## config.mk

```make
export PLATFORM = sky130hd
export DESIGN_NAME = i2s_tx_sequencer
export DESIGN_NICKNAME = d
export VERILOG_FILES = /design/src/rtl/i2s_tx_sequencer.sv
export SDC_FILE = /design/constraint.sdc
export NUM_CORES = 1
export LEC_CHECK = 0
export CAP_MARGIN = 20
export CORE_MARGIN = 2
export CORE_UTILIZATION = 51
export CTS_CLUSTER_DIAMETER = 200
export CTS_CLUSTER_SIZE = 14
export DETAILED_ROUTE_END_ITERATION = 8
export GPL_TIMING_DRIVEN = 0
export PLACE_DENSITY = 0.75
export SLEW_MARGIN = 20
export SYNTH_ARGS = -nofsm -noshare
export SYNTH_HDL_FRONTEND = slang
export SYNTH_SLANG_ARGS = --single-unit
export TNS_END_PERCENT = 30
```

## constraint.sdc

```tcl
create_clock -name clk -period 4.6 [get_ports clk]
set_input_delay 1.38 -clock clk [delete_from_list [all_inputs] [get_ports clk]]
set_output_delay 1.38 -clock clk [all_outputs]
set_load 0.02 [all_outputs]
```

## src/rtl/i2s_tx_sequencer.sv

```systemverilog
// I2S (Philips) transmit sequencer: stereo sample FIFO, SCK/WS divider
// and MSB-first serialiser feeding the exported i2s_sck/i2s_ws/i2s_sd pins.
module i2s_tx_sequencer #(
    parameter int DW    = 16,
    parameter int DEPTH = 4,
    parameter int CDW   = 8,
    localparam int LW   = $clog2(DEPTH + 1)
) (
    input  logic          clk,
    input  logic          reset,
    input  logic          enable,
    input  logic [CDW-1:0] clk_div,
    input  logic          s_valid,
    output logic          s_ready,
    input  logic [2*DW-1:0] s_data,
    output logic          i2s_sck,
    output logic          i2s_ws,
    output logic          i2s_sd,
    output logic          busy,
    output logic          underrun,
    output logic [LW-1:0] fifo_level
);

    localparam int AW = $clog2(DEPTH);
    localparam int FW = 2 * DW;
    localparam int BW = $clog2(FW);

    localparam logic [0:0] IDLE = 1'b0;
    localparam logic [0:0] RUN  = 1'b1;

    logic [0:0]    state;
    logic [FW-1:0] mem [DEPTH];
    logic [AW-1:0] wr_ptr;
    logic [AW-1:0] rd_ptr;
    logic [LW-1:0] level;
    logic [CDW-1:0] div_cnt;
    logic [BW-1:0] bit_cnt;
    logic [BW-1:0] nbit;
    logic [FW-1:0] shreg;
    logic [FW-1:0] head;
    logic          sck_q;
    logic          ws_q;
    logic          underrun_q;
    logic          push;
    logic          pop;
    logic          fifo_empty;
    logic          tick;
    logic          fall;
    logic          wrap;
    logic          start;

    assign s_ready    = level < LW'(DEPTH);
    assign push       = s_valid & s_ready;
    assign fifo_empty = level == '0;
    assign head       = mem[rd_ptr];

    assign tick  = div_cnt >= clk_div;
    assign fall  = (state == RUN) && tick && sck_q;
    assign wrap  = bit_cnt == BW'(FW - 1);
    assign nbit  = wrap ? '0 : bit_cnt + BW'(1);
    assign start = (state == IDLE) && enable && !fifo_empty;
    // Boundary pops only when running on; an empty FIFO is an underrun, not a pop
    assign pop   = start | (fall & wrap & enable & !fifo_empty);

    always_ff @(posedge clk) begin
        if (push) begin
            mem[wr_ptr] <= s_data;
        end
    end

    always_ff @(posedge clk) begin
        if (reset) begin
            wr_ptr <= '0;
            rd_ptr <= '0;
            level  <= '0;
        end else begin
            if (push) begin
                wr_ptr <= wr_ptr + AW'(1);
            end
            if (pop) begin
                rd_ptr <= rd_ptr + AW'(1);
            end
            if (push && !pop) begin
                level <= level + LW'(1);
            end else if (pop && !push) begin
                level <= level - LW'(1);
            end
        end
    end

    always_ff @(posedge clk) begin
        if (reset) begin
            state      <= IDLE;
            div_cnt    <= '0;
            bit_cnt    <= '0;
            shreg      <= '0;
            sck_q      <= 1'b0;
            ws_q       <= 1'b0;
            underrun_q <= 1'b0;
        end else begin
            underrun_q <= 1'b0;
            unique case (state)
                IDLE: begin
                    sck_q   <= 1'b0;
                    ws_q    <= 1'b0;
                    div_cnt <= '0;
                    bit_cnt <= '0;
                    if (start) begin
                        state <= RUN;
                        shreg <= head;
                    end
                end
                RUN: begin
                    if (!tick) begin
                        div_cnt <= div_cnt + CDW'(1);
                    end else begin
                        div_cnt <= '0;
                        sck_q   <= ~sck_q;
                        if (sck_q) begin
                            bit_cnt <= nbit;
                            // WS leads the channel MSB by one bit
                            ws_q <= (nbit >= BW'(DW - 1)) &&
                                    (nbit <= BW'(FW - 2));
                            if (!wrap) begin
                                shreg <= shreg << 1;
                            end else if (!enable) begin
                                state <= IDLE;
                                sck_q <= 1'b0;
                                ws_q  <= 1'b0;
                                shreg <= '0;
                            end else if (fifo_empty) begin
                                shreg      <= '0;
                                underrun_q <= 1'b1;
                            end else begin
                                shreg <= head;
                            end
                        end
                    end
                end
                default: state <= IDLE;
            endcase
        end
    end

    assign i2s_sck    = sck_q;
    assign i2s_ws     = ws_q;
    assign i2s_sd     = shreg[FW-1];
    assign busy       = state == RUN;
    assign underrun   = underrun_q;
    assign fifo_level = level;

endmodule

```

==> flow_metrics.tcl <==
set metrics [dict create \
    status "finished clean" \
    final_antenna_net_count 0 \
    fmax_mhz 241 \
    dr.pass1.iters 5 \
    gr-total-overflow 0 \
    ys_types 45 \
    peakVddDrop_mv 0.421 \
    syn_area_sq_mm 0.00758 \
    start_kind "primary input" \
    finalMaxSlewViolations 0 \
    yosysWarnings 0 \
    end_kind "register" \
    drt_iter0_drc 393 \
    path_max_fanout 10 \
    multi_input_area_sq_mm 0.00237 \
    r2r-end "fifo_level[2]" \
    place.gp.congestion 0.850 \
    max_cap_viol_count 0 \
    nFillCells 1085 \
    h-tree-depth 4 \
    synth_edf_count 128 \
    regArea_sq_mm 0.00500 \
    worst_slew_pin_slew_ps 716 \
    synth-seq-cells 186 \
    synth_top_area_cell "edfxtp_1" \
    reg2reg_slack_ps 1330 \
    numCtsBuffers 17 \
    crit_arrival_ps 4510 \
    antenna_found_initial 0 \
    p_total_uw 4630 \
    synthFlopType "edfxtp_1" \
    setup.worst_path.start "clk_div[0]" \
    critPathKind "primary input to register" \
    ys_top_cells_by_area "edfxtp_1, dfxtp_1, mux4_2" \
    place_hpwl_um 9900 \
    drive_gt1_share_pct 15.7 \
    cts_resized 0 \
    synth_nets 566 \
    start_util_pct 52.2 \
    post_cts_buffers 0 \
    row_count 44 \
    wl_um 14600 \
    slew_headroom_pct 52.3 \
    synthTopCellsByCount "edfxtp_1, dfxtp_1, a21oi_1" \
    grt_pass1_vias 4681 \
    syn_to_final_growth_pct 19.2 \
    finalSetupTns_ps 0 \
    worstSkewPairLatency_ps 440 \
    required_ps 4960 \
    p_leak_uw 0.00300 \
    die-width_um 126 \
    ios 53 \
    antennaDiodeCount 0 \
    routed_via_density 6.00 \
    grt_pass1_wl_um 23600 \
    clock-root-buffer "clkbuf_16" \
    netlist_instances 503 \
    routedWlPerCell_um 18.9 \
    grt_use_total_pct 19.2 \
    ys_seq_area_share_pct 66.0 \
    clk_pin_slew_worst_paths_ps 70 \
    syn_avg_cell_area_sq_um 15.1 \
    synth.top_cell.area_share_pct 50.7 \
    yosysMostFrequentCell "edfxtp_1" \
    powerDensity_mw_per_mm2 512 \
    io_buffer_count 52 \
    synthArstFlopShare_pct 0 \
    regToRegStartpoint "div_cnt[0]" \
    crit_end "fifo_level[2]" \
    cts.sink_count 186 \
    min_path_type "register to register" \
    timing.final.crit_period_ps 4150 \
    cts_tree "yes" \
    via_count 4653 \
    cts_max_path_buffers 2 \
    cts_hold_buf 0 \
    fp.dieH_um 126 \
    grt_max_degree 20 \
    finalNetCount 641 \
    r2r_cells 13 \
    dieArea_sq_mm 0.0159 \
    hold_viol 0 \
    period_share_pct 90.1 \
    core_area_sq_mm 0.0145 \
    skew_ps 14.6 \
    setup_violations 0 \
    rsz0062_at_grt "no" \
    drc 0 \
]
[per-stage QoR]
step | area [sq um] | hold WS, ps | util (%) | worst slack [ps] | std cells
6_report | 9040 | 507 | 62.2 | 453 | 775
5_1_grt | 9040 | 534 | 62.2 | 254 | 775
4_1_cts | 9040 | 502 | 62.2 | 434 | 775
3_5_place_dp | 8450 | 487 | 58.1 | 0.887 | 743
3_3_place_gp | 8330 | 465 | 57.3 | 127 | 739
2_1_floorplan | 7580 | 449 | - | 704 | 503
[critical path: stages]
cell and delay, ps:
clkdlybuf4s50_1 410, ha_1 280, nand2b_1 170, a2111oi_4 440, o211ai_2 190, buf_4 220
nand2_1 130, ha_1 200, inv_1 60, fa_1 380, xor2_1 180, or3_1 310
a21oi_1 150
[cell usage in the layout, fill, tap and decap left out, types with 2 or more instances in the layout]
cell type / count
buf_2: 11
clkbuf_1: 21
clkinv_2: 3
clkbuf_16: 17
xnor2_1: 2
nand2_1: 15
a311oi_1: 32
edfxtp_1: 128
a22oi_1: 32
buf_4: 2
nor3b_1: 3
inv_1: 18
o21ai_1: 4
clkinv_8: 2
clkdlybuf4s50_1: 52
nor2_1: 19
inv_8: 3
xor2_1: 7
nor3_1: 2
mux2_2: 3
o31ai_1: 2
and2_2: 4
o21ai_0: 6
or3_1: 2
inv_6: 3
buf_16: 4
a21oi_1: 43
clkinvlp_4: 2
and3_1: 4
ha_1: 18
nor2b_1: 4
mux4_2: 32
nand3_1: 12
dfxtp_1: 58
[state kept, by name (all words and copies together) (netlist names), named ones only]
register and count:
shreg 32, wr_ptr 2, underrun 1, bit_cnt 5, busy 1, div_cnt 8
rd_ptr 2, mem 128, i2s_sck 1, fifo_level 3, i2s_ws 1
[layer usage]
| layer | vias to the layer above | part of all wire (%) | GRT usage [%] |
|---|---|---|---|
| li1 | 2152 | - | - |
| met1 | 2334 | 43 | 24.9 |
| met2 | 146 | 49 | 31.2 |
| met3 | 21 | 5.3 | 4.63 |
| met4 | 0 | 2.2 | 7.89 |
| met5 | - | 0 | 0 |
[power breakdown]
group	switching [uW]	leakage, uW	internal, uW
Clock	663	0.000285	768
Sequential	97.6	0.00164	2030
Combinational	610	0.00107	458
[worst min path at each step]
| stage | slack [ps] | cells after the start | from | endpoint |
|---|---|---|---|---|
| detailed placement | 490 | 2 | bit_cnt[4] | bit_cnt[4] |
| floorplan | 450 | 1 | div_cnt[0] | div_cnt[0] |
| CTS | 500 | 2 | i2s_ws | i2s_ws |
| finish | 510 | 2 | i2s_ws | i2s_ws |
| global route | 530 | 1 | div_cnt[0] | div_cnt[0] |
| global placement | 460 | 2 | i2s_ws | i2s_ws |
[cells by family after synthesis]
family | share of synthesized area, %
DFF | 66.0
AOI/OAI and AO/OA | 12.0
and+or+nand+nor | 4.78
buffers and inverters | 2.85
muxes | 10.1
adders and majority gates | 3.23
xor gates and xnor gates | 1.04
[area by class of cell]
cell class                 instances  share of cell area, %
sequential                       186                   55.4
multi-input combinational        265                   26.2
timing repair buffer              56                   6.98
clock buffer                      17                   4.71
tap                              184                   2.55
clock inverter                    15                   1.79
buffer                            34                   1.65
inverter                          18                  0.748
No activity file was read; power rests on OpenSTA's default activity.
